**config.mk**
```make
export PLATFORM = sky130hd
export DESIGN_NAME = jt6295_cmd_seq_flat
export DESIGN_NICKNAME = d
export VERILOG_FILES = /design/src/rtl/jt6295_cmd_seq_pkg.sv /design/src/rtl/jt6295_cmd_seq_if.sv /design/src/rtl/jt6295_cmd_seq_tbl_fetch.sv /design/src/rtl/jt6295_cmd_seq.sv /design/src/flat_wrapper.sv
export SDC_FILE = /design/constraint.sdc
export NUM_CORES = 1
export LEC_CHECK = 0
export ABC_CLOCK_PERIOD_IN_PS = 2850
export CORE_ASPECT_RATIO = 1.4
export CORE_MARGIN = 4
export CORE_UTILIZATION = 44
export CTS_CLUSTER_SIZE = 12
export DETAILED_ROUTE_END_ITERATION = 8
export PLACE_DENSITY_LB_ADDON = 0.15
export SLEW_MARGIN = 0
export SYNTH_ARGS = -nofsm -noshare
export SYNTH_HDL_FRONTEND = slang
export SYNTH_SLANG_ARGS = --single-unit
```
**constraint.sdc**
```tcl
create_clock -name clk -period 2.85 [get_ports clk]
set_input_delay 0.7125 -clock clk [delete_from_list [all_inputs] [get_ports clk]]
set_output_delay 0.7125 -clock clk [all_outputs]
set_load 0.01 [all_outputs]
```
**src/rtl/jt6295_cmd_seq_pkg.sv**
```systemverilog
// Shared types and constants for the JT6295 command sequencer.
package jt6295_cmd_seq_pkg;

  typedef enum logic [1:0] {
    IDLE,
    WAIT_CH,
    FETCH,
    HOLD
  } state_t;

  localparam int unsigned TBL_ENTRY_BYTES = 6;
  localparam int unsigned TBL_STRIDE_LOG2 = 3;
  localparam int unsigned CMD_PHRASE_BIT  = 7;

  // Byte address of a phrase-table entry; wraps modulo 2^18.
  function automatic logic [17:0] tbl_entry_addr(input logic [17:0] base,
                                                 input logic [6:0]  phrase);
    return base + (18'(phrase) << TBL_STRIDE_LOG2);
  endfunction

endpackage

```
**src/rtl/jt6295_cmd_seq_if.sv**
```systemverilog
// CPU command bus and phrase-table ROM port of the JT6295 command sequencer.
interface jt6295_cmd_seq_if;
  logic        cpu_we;
  logic [7:0]  cpu_din;
  logic        cmd_busy;
  logic        rom_cs;
  logic [17:0] rom_addr;
  logic [7:0]  rom_data;
  logic        rom_ok;

  modport master (
    output cpu_we, cpu_din, rom_data, rom_ok,
    input  cmd_busy, rom_cs, rom_addr
  );

  modport slave (
    input  cpu_we, cpu_din, rom_data, rom_ok,
    output cmd_busy, rom_cs, rom_addr
  );
endinterface

```
**src/rtl/jt6295_cmd_seq_tbl_fetch.sv**
```systemverilog
// Sequential 6-byte phrase-table reader with rom_ok handshake.
// Optional per-byte fetch timeout under JT6295_ROM_TIMEOUT_EN.
module jt6295_tbl_fetch
  import jt6295_cmd_seq_pkg::*;
#(
  parameter logic [17:0] TBL_BASE = 18'h0,
  parameter logic [7:0]  TOUT     = 8'd255
) (
  input  logic        clk,
  input  logic        rst,
  input  logic        i_go,
  input  logic [6:0]  i_phrase,
  output logic        o_rom_cs,
  output logic [17:0] o_rom_addr,
  input  logic [7:0]  i_rom_data,
  input  logic        i_rom_ok,
  output logic [17:0] o_start_addr,
  output logic [17:0] o_stop_addr,
  output logic        o_done,
  output logic        o_abort,
  output logic        o_tout_err
);

  logic        r_busy;
  logic        r_settle;
  logic [2:0]  r_k;
  logic [17:0] r_addr;
  logic [17:0] r_start_addr;
  logic [17:0] r_stop_addr;

  logic w_cap;
  logic w_last;
  logic w_abort;

  // r_settle masks rom_ok on the cycle right after rom_addr moves.
  assign w_cap  = r_busy & ~r_settle & i_rom_ok;
  assign w_last = (r_k == 3'(TBL_ENTRY_BYTES - 1));

  always_ff @(posedge clk or posedge rst) begin
    if (rst) begin
      r_busy       <= 1'b0;
      r_settle     <= 1'b0;
      r_k          <= '0;
      r_addr       <= '0;
      r_start_addr <= '0;
      r_stop_addr  <= '0;
    end else if (i_go) begin
      r_busy   <= 1'b1;
      r_settle <= 1'b1;
      r_k      <= '0;
      r_addr   <= tbl_entry_addr(TBL_BASE, i_phrase);
    end else if (r_busy) begin
      if (w_abort) begin
        r_busy <= 1'b0;
      end else if (w_cap) begin
        case (r_k)
          3'd0:    r_start_addr[17:16] <= i_rom_data[1:0];
          3'd1:    r_start_addr[15:8]  <= i_rom_data;
          3'd2:    r_start_addr[7:0]   <= i_rom_data;
          3'd3:    r_stop_addr[17:16]  <= i_rom_data[1:0];
          3'd4:    r_stop_addr[15:8]   <= i_rom_data;
          3'd5:    r_stop_addr[7:0]    <= i_rom_data;
          default: ;
        endcase
        if (w_last) begin
          r_busy <= 1'b0;
        end else begin
          r_k      <= r_k + 3'd1;
          r_addr   <= r_addr + 18'd1;
          r_settle <= 1'b1;
        end
      end else begin
        r_settle <= 1'b0;
      end
    end
  end

`ifdef JT6295_ROM_TIMEOUT_EN
  logic [7:0] r_cnt;
  logic       r_tout_err;

  // Counter restarts with every new byte address; abort lands after TOUT cycles.
  assign w_abort = r_busy & ~w_cap & (r_cnt == TOUT - 8'd1);

  always_ff @(posedge clk or posedge rst) begin
    if (rst) begin
      r_cnt      <= '0;
      r_tout_err <= 1'b0;
    end else begin
      if (i_go || (w_cap && !w_last)) begin
        r_cnt <= '0;
      end else if (r_busy) begin
        r_cnt <= r_cnt + 8'd1;
      end
      if (w_abort) begin
        r_tout_err <= 1'b1;
      end
    end
  end

  assign o_tout_err = r_tout_err;
`else
  assign w_abort    = 1'b0;
  assign o_tout_err = 1'b0;
`endif

  assign o_rom_cs     = r_busy;
  assign o_rom_addr   = r_addr;
  assign o_start_addr = r_start_addr;
  assign o_stop_addr  = r_stop_addr;
  assign o_done       = w_cap & w_last;
  assign o_abort      = w_abort;

endmodule

```
**src/rtl/jt6295_cmd_seq.sv**
```systemverilog
// JT6295 CPU command sequencer: command decode, table fetch, start/stop hold.
// Optional ROM fetch timeout enabled by defining JT6295_ROM_TIMEOUT_EN.
module jt6295_cmd_seq
  import jt6295_cmd_seq_pkg::*;
#(
  parameter logic [17:0] TBL_BASE = 18'h0,
  parameter logic [7:0]  TOUT     = 8'd255
) (
  input  logic              rst,
  input  logic              clk,
  input  logic              cen,
  jt6295_cmd_seq_if.slave   bus,
  input  logic [3:0]        busy,
  output logic [17:0]       start_addr,
  output logic [17:0]       stop_addr,
  output logic [3:0]        att,
  output logic [3:0]        start,
  output logic [3:0]        stop,
  output logic              tout_err
);

  state_t     r_state;
  logic [6:0] r_phrase;
  logic [3:0] r_mask;
  logic [3:0] r_att;
  logic [3:0] r_start;
  logic [3:0] r_stop;

  logic       w_cmd_busy;
  logic       w_wr;
  logic       w_go;
  logic       w_done;
  logic       w_abort;
  logic [3:0] w_start_req;
  logic [3:0] w_stop_held;

  assign w_cmd_busy  = (r_state == FETCH) || (r_state == HOLD) ||
                       ((r_state == IDLE) && (r_stop != '0));
  assign w_wr        = bus.cpu_we & ~w_cmd_busy;
  assign w_go        = w_wr && (r_state == WAIT_CH) && (r_phrase != '0) &&
                       (bus.cpu_din[7:4] != '0);
  assign w_start_req = r_mask & ~busy;
  // A cen in the same cycle as a stop write retires only the older request.
  assign w_stop_held = cen ? '0 : r_stop;

  jt6295_tbl_fetch #(
    .TBL_BASE (TBL_BASE),
    .TOUT     (TOUT)
  ) u_fetch (
    .clk          (clk),
    .rst          (rst),
    .i_go         (w_go),
    .i_phrase     (r_phrase),
    .o_rom_cs     (bus.rom_cs),
    .o_rom_addr   (bus.rom_addr),
    .i_rom_data   (bus.rom_data),
    .i_rom_ok     (bus.rom_ok),
    .o_start_addr (start_addr),
    .o_stop_addr  (stop_addr),
    .o_done       (w_done),
    .o_abort      (w_abort),
    .o_tout_err   (tout_err)
  );

  always_ff @(posedge clk or posedge rst) begin
    if (rst) begin
      r_state  <= IDLE;
      r_phrase <= '0;
      r_mask   <= '0;
      r_att    <= '0;
      r_start  <= '0;
      r_stop   <= '0;
    end else begin
      r_stop <= w_stop_held;
      case (r_state)
        IDLE: begin
          if (w_wr) begin
            if (bus.cpu_din[CMD_PHRASE_BIT]) begin
              r_phrase <= bus.cpu_din[6:0];
              r_state  <= WAIT_CH;
            end else begin
              r_stop  <= w_stop_held | bus.cpu_din[6:3];
              r_start <= r_start & ~bus.cpu_din[6:3];
            end
          end
        end
        WAIT_CH: begin
          if (w_wr) begin
            r_mask  <= bus.cpu_din[7:4];
            r_att   <= bus.cpu_din[3:0];
            r_state <= w_go ? FETCH : IDLE;
          end
        end
        FETCH: begin
          if (w_done) begin
            r_start <= w_start_req;
            r_state <= (w_start_req != '0) ? HOLD : IDLE;
          end else if (w_abort) begin
            r_state <= IDLE;
          end
        end
        HOLD: begin
          if (cen) begin
            r_start <= '0;
            r_state <= IDLE;
          end
        end
        default: r_state <= IDLE;
      endcase
    end
  end

  assign bus.cmd_busy = w_cmd_busy;
  assign att          = r_att;
  assign start        = r_start;
  assign stop         = r_stop;

endmodule
```
**src/flat_wrapper.sv**
```systemverilog
// flat-port wrapper written by rule: the top's interface ports become plain ports
module jt6295_cmd_seq_flat import jt6295_cmd_seq_pkg::*;
#(
  parameter logic [17:0] TBL_BASE = 18'h0,
  parameter logic [7:0]  TOUT     = 8'd255
)
  (rst, clk, cen, busy, start_addr, stop_addr, att, start, stop, tout_err, bus_cpu_we, bus_cpu_din, bus_rom_data, bus_rom_ok, bus_cmd_busy, bus_rom_cs, bus_rom_addr);
  jt6295_cmd_seq_if bus_i ();
  input  logic rst;
  input  logic clk;
  input  logic cen;
  input  logic [3:0] busy;
  output logic [17:0] start_addr;
  output logic [17:0] stop_addr;
  output logic [3:0] att;
  output logic [3:0] start;
  output logic [3:0] stop;
  output logic tout_err;
  input wire logic [$bits(bus_i.cpu_we)-1:0] bus_cpu_we;
  input wire logic [$bits(bus_i.cpu_din)-1:0] bus_cpu_din;
  input wire logic [$bits(bus_i.rom_data)-1:0] bus_rom_data;
  input wire logic [$bits(bus_i.rom_ok)-1:0] bus_rom_ok;
  output wire logic [$bits(bus_i.cmd_busy)-1:0] bus_cmd_busy;
  output wire logic [$bits(bus_i.rom_cs)-1:0] bus_rom_cs;
  output wire logic [$bits(bus_i.rom_addr)-1:0] bus_rom_addr;
  assign bus_i.cpu_we = bus_cpu_we;
  assign bus_i.cpu_din = bus_cpu_din;
  assign bus_i.rom_data = bus_rom_data;
  assign bus_i.rom_ok = bus_rom_ok;
  assign bus_cmd_busy = bus_i.cmd_busy;
  assign bus_rom_cs = bus_i.rom_cs;
  assign bus_rom_addr = bus_i.rom_addr;
  jt6295_cmd_seq #(.TBL_BASE(TBL_BASE), .TOUT(TOUT)) u_core (.rst(rst), .clk(clk), .cen(cen), .bus(bus_i), .busy(busy), .start_addr(start_addr), .stop_addr(stop_addr), .att(att), .start(start), .stop(stop), .tout_err(tout_err));
endmodule
```
-- Word-level counts from Yosys, hierarchy flattened
Index checks and enable logic that the tools add are counted.
- bitwise operators: 12
- multiplexer cells: 33
- eq/ne operators: 16
- add/subtract/negate cells: 2
- reductions and logical operators: 27
- operators with widths (cell ; number):
    18-bit 2-to-1 mux ; 4
    4-bit 2-to-1 mux ; 8
    4-bit AND reduction ; 6
    18-bit by 1-bit adder with 18-bit output, second input constant ; 1
    2-bit 2-to-1 mux ; 7
    3-bit 2-to-1 mux ; 4
    4-bit one-hot mux with 3 select lines ; 1
    4-bit nonzero test ; 3
    5-bit AND reduction ; 2
    4-bit AND ; 2
    1-bit 2-to-1 mux ; 8
    2-bit != test, second input constant ; 4
    4-bit inverter ; 2
    2-bit one-hot mux with 4 select lines ; 1
    7-bit nonzero test ; 1
    3-bit by 2-bit equality test with 1-bit output, second input constant ; 2
    3-bit equality test, second input constant ; 2
    2-bit by 1-bit != test with 1-bit output, second input constant ; 3
    3-bit AND reduction ; 2
    1-bit AND ; 4
    2-bit equality test, second input constant ; 2
    1-bit logical AND ; 4
    4-bit bitwise OR ; 1
    2-bit AND reduction ; 2
    10 further kinds ; 14
- bits in registers: 84
- input port bits: 25
- word-level logic and storage cells: 106

-- Depth between registers and ports, before layout
Gate-level depths: netlist of run 1.
- depth in word-level cells: 11
- gate-level depth with buffers: 8

-- Hierarchy
Synthesis of run 1 repeated with hierarchy kept, for this count alone.
- cells, all modules: 314
- area, all modules: 3822.4 µm²
- modules (own cells, without submodules) (module ; area each (µm²) ; instances ; seq. area each (µm²) ; cells an instance):
    jt6295_tbl_fetch ; 2641.3 ; 1 ; 1476.4 ; 222
    jt6295_cmd_seq ; 1181.1 ; 1 ; 625.6 ; 92

-- Worst setup path after synthesis of run 1
No wires, ideal clock.
- kind: input port to flip-flop
- from: input port bus_cpu_din[4]
- to: register u_core.u_fetch.r_stop_addr[16] (netlist: u_core.u_fetch.o_stop_addr[16])
- data arrival time: 1877 ps
- required time: 2725 ps
- path buffers: 1
- path slack: 848 ps
- cell stages on the path: 5
- cells stage by stage: nor4_1 -> a211o_1 -> buf_6 -> and3_4 -> mux2_4
- cells in the longest elaborated chain, start to end: 4
- RTL lines (what ; RTL line ; source):
    start, declared ; flat_wrapper.sv:20 ; input wire logic [$bits(bus_i.cpu_din)-1:0] bus_cpu_din;
    4-bit nonzero test ; jt6295_cmd_seq.sv:41 ; (bus.cpu_din[7:4] != '0);
    1-bit logical AND ; jt6295_cmd_seq.sv:40 ; assign w_go = w_wr && (r_state == WAIT_CH) && (r_phrase != '0) &&
    1-bit inverter (no source line) ; n/a ;
    4-bit AND reduction (no source line) ; n/a ;
    end signal, assigned ; jt6295_cmd_seq_tbl_fetch.sv:60 ; 3'd3: r_stop_addr[17:16] <= i_rom_data[1:0];
    end, declared ; jt6295_cmd_seq_tbl_fetch.sv:29 ; logic [17:0] r_stop_addr;
No other way between the ends.
A chain may end at the register's enable or synchronous reset.

-- Worst setup path after layout of run 1
- from: register u_core.r_stop[1] (netlist: u_core.stop[1])
- to: output port bus_cmd_busy
- cells in the longest elaborated chain, start to end: 3
- RTL lines (what ; RTL line ; source):
    start, declared ; jt6295_cmd_seq.sv:27 ; logic [3:0] r_stop;
    start signal, assigned ; jt6295_cmd_seq.sv:74 ; r_stop <= w_stop_held;
    start signal, assigned ; jt6295_cmd_seq.sv:82 ; r_stop <= w_stop_held | bus.cpu_din[6:3];
    4-bit nonzero test ; jt6295_cmd_seq.sv:38 ; ((r_state == IDLE) && (r_stop != '0));
    1-bit logical AND ; jt6295_cmd_seq.sv:38 ;
    1-bit logical OR ; jt6295_cmd_seq.sv:37 ; assign w_cmd_busy = (r_state == FETCH) || (r_state == HOLD) ||
    end, declared ; flat_wrapper.sv:23 ; output wire logic [$bits(bus_i.cmd_busy)-1:0] bus_cmd_busy;
No other way between the ends.

==> summary.md, run 1 <==
| Metric | Value |
|---|---|
| Clock transition at the registers of the reported paths | `70 ps` |
| Post-synth cell types | `48` |
| Initial DRC count | `133` |
| Worst-Margin Slew | `700.4 ps` |
| Mapped cell area | `3886 µm²` |
| Top FF cell, synth | `dfrtp_1` |
| Critical Path Fanout Max | `7` |
| Filler instances | `725` |
| Vias in the first global route | `2807` |
| Yosys warns | `0` |
| Initial antenna violation count | `0` |
| Final HPWL DP | `6.270 mm` |
| Placed Cells | `512` |
| Slew margin rel. | `0.5265` |
| Core area | `8608 µm²` |
| DR WL/cell | `16.75 µm` |
| CP required | `2140 ps` |
| Yosys top cell area share | `0.5409` |
| Port buffer count | `92` |
| Router iterations before antenna repair | `4` |
| Critical path's slowest cell | `clkdlybuf4s50_1` |
| Congestion Overflow GR | `0` |
| Post-layout minimum cycle time | `2564 ps` |
| Seq cells post-synth | `84` |
| VDD IR max | `0.5410 mV` |
| Pin count of the biggest net entering global routing | `85` |
| Synth top area cells | `dfrtp_1, mux2_2, nand4_4, o21ai_0, ha_1` |
| Bufs on Longest Clock Path | `2` |
| Remaining DRCs | `0` |
| Static Leak | `2.182 nW` |
| CP bufs+invs | `1` |
| GRT Overall Usage | `0.1754` |
| Area of the multi-input gates | `1654 µm²` |
| Synth Net Count | `347` |
| Crit path DAT | `1850 ps` |
| Nets | `449` |
| Slew Viols, Final | `0` |
| Critical Path, Cell by Cell | `nor4_4 -> o21bai_1 -> clkdlybuf4s50_1` |
| Setup CP Type | `register to output pin` |
| Final Setup Violations | `0` |
| Post-CTS setup buffers | `0` |
| CTS Hold Bufs | `0` |
| Design area | `5275 µm²` |
| Hold endpoint | `u_core.u_fetch.o_start_addr[13]` |
| Clk_lat worst skew | `340 ps` |
| Num ports | `94` |
| Row cnt | `40` |
| Outcome | `complete, no violations` |
| Clock skew | `5.646 ps` |
| Hold Startpoint | `u_core.u_fetch.o_start_addr[13]` |
| CTS tree | `yes` |
| Post-place setup slack | `133.1 ps` |
| Dpl cell area | `4952 µm²` |
| Hold Path Depth | `1` |
| R2R Path Start | `u_core.r_phrase[4]` |
| Worst Setup Slack, final | `286.3 ps` |
| Max stage delay on crit path | `500 ps` |
| Routed vias | `2853` |
| DR vias/cell | `5.403` |
| Max Cap Viol | `0` |
| Register area | `2102 µm²` |
| Die width | `87.43 µm` |
| Die H | `119.2 µm` |
| Worst path top cell family by delay | `buffers and inverters` |
| Top-count cell post-synth | `dfrtp_1` |
| Fmax | `390.1 MHz` |
| Worst R2R Setup Slack | `740 ps` |
| Die footprint | `10420 µm²` |
| Post-synth top area cell | `dfrtp_1` |
| R2R Path End | `u_core.u_fetch.o_stop_addr[9]` |
| Fraction of registers with async set/reset | `1.000` |
| CP Capture Type | `output pin` |
| H-tree depth | `3` |
| Fin cells | `528` |
| Pwr dens | `1049 nW/µm²` |
| Startpoint Class | `register` |
| Sequential-to-total area share from yosys stat | `0.5409` |
| Synth cell count leaders | `dfrtp_1, mux2_2, nand2_1, o21ai_0, inv_1` |
| Final Cycle Share | `0.8995` |
| CTS Sinks | `84` |
| Setup_tns | `0 ps` |
| Gpl congestion | `0.8524` |
| Total CTS buffers | `9` |
| Initial Util | `0.4515` |
| R2R depth | `4` |
| Share of cells above drive strength 1 | `0.2175` |
| RSZ-0062 raised after global routing | `false` |
| Final wirelength | `8.842 mm` |
| Cell count after synthesis | `316` |
| Final hold vios | `0` |
| Antenna viol nets, final | `0` |
| EDFF count, synth | `0` |
| Root buf cell | `clkbuf_16` |
| Number of diodes | `0` |
| Layout overhead on the synthesized area | `35.74%` |
| Mapped Avg Cell Area | `12.30 µm²` |
| Worst hold path type | `register to register` |
| CTS-repair resized insts | `0` |
| First-pass GRT wire length | `14.24 mm` |
==> metal layers <==
layer / vias up / part of all wire / global-route usage
li1: 1365 / - / -
met4: 0 / 0.017 / 0.07774
met2: 71 / 0.52 / 0.2906
met1: 1406 / 0.41 / 0.2175
met5: - / 0 / 0
met3: 11 / 0.051 / 0.03529
==> layout make-up <==
| cell class | count | area share |
|---|---|---|
| flip-flops and latches | 84 | 0.3985 |
| multi-input cells | 208 | 0.3136 |
| repair buffers | 103 | 0.1926 |
| clock buffers | 9 | 0.04269 |
| well taps | 105 | 0.02491 |
| clock inverters | 7 | 0.01850 |
| inverters | 12 | 0.009250 |
==> layout by cell type (no fill, tap or decap), types with 3 or more instances in the layout <==
cell             netlist  routed
nand2b_1               9       9
nor2_1                10      10
o31ai_1                6       6
dfrtp_1               84      84
nand3_1                7       7
a21oi_1                8       8
clkinvlp_4             0       3
a31oi_1               11      11
mux2_2                49      49
nor4_1                 4       4
nand4_4                4       4
xor2_1                 3       3
or4_1                  4       4
nand4_1                7       7
inv_1                 12      11
buf_4                  3      10
ha_1                   6       6
o21ai_0               16      16
clkbuf_16              0       9
xnor2_1                3       3
and2_1                 3       3
or3_1                  6       6
nand2_1               19      19
clkdlybuf4s50_1        0      92
==> worst max-delay path by stage <==
stage / start / end / cells past startpoint
after detailed placement: bus_cpu_din[7] / u_core.u_fetch.o_start_addr[15] / 6
after CTS: u_core.stop[1] / bus_cmd_busy / 3
after global placement: bus_cpu_din[7] / u_core.u_fetch.o_start_addr[13] / 6
after global routing: u_core.stop[1] / bus_cmd_busy / 3
final: u_core.stop[1] / bus_cmd_busy / 3
after floorplan: bus_cpu_din[4] / u_core.u_fetch.o_stop_addr[16] / 5
==> report_power, final <==
group | total (mW) | internal (mW) | switching [mW]
Clock | 1.26 | 0.772 | 0.489
Sequential | 2.10 | 1.70 | 0.401
Combinational | 2.17 | 1.26 | 0.913
Total | 5.53 | 3.73 | 1.80
==> registers in the layout, indices dropped and copies added, names as in the netlist <==
register,flops
u_core.att,4
u_core.r_mask,4
u_core.r_phrase,7
u_core.r_state,2
u_core.start,4
u_core.stop,4
u_core.u_fetch.o_rom_addr,18
u_core.u_fetch.o_rom_cs,1
u_core.u_fetch.o_start_addr,18
u_core.u_fetch.o_stop_addr,18
u_core.u_fetch.r_k,3
u_core.u_fetch.r_settle,1
==> cell families (layout without fill, tap and decap cells) <==
group,count (synthesis),after routing,share of synthesized area
xor gates and xnor gates,6,6,0.01352
other,1,1,0.0009649
AOI/OAI and AO/OA,53,53,0.08661
and+or+nand+nor,91,91,0.1555
buffers and inverters,24,131,0.03348
adders and majority gates,6,6,0.01932
muxes,51,51,0.1497
DFF,84,84,0.5409
==> worst register-to-register path, cell delays in order, from the launching register on <==
cell     delay (ps)
dfrtp_1         400
nor4_1          540
a211o_1         460
nand4_4         260
mux2_2          330
==> per-stage QoR <==
stage                     total power, mW  hold slack [ps]    util
after global placement              4.263            486.1  0.5753
after global routing                5.864            517.2  0.6128
final                               5.532            503.0  0.6128
after detailed placement            4.318            493.4  0.5753
after floorplan                     3.211            466.2       -
after CTS                           5.605            507.1  0.6128
Note: power is estimated with default switching activity, not from simulation.
==> inputs of run 2 (changes only) <==
- SKIP_CTS_REPAIR_TIMING: unset -> 1
- SLEW_MARGIN: 0 -> unset
==> results of run 2 <==
Same layout as run 1: the final DEF is identical, and so are final timing and power.
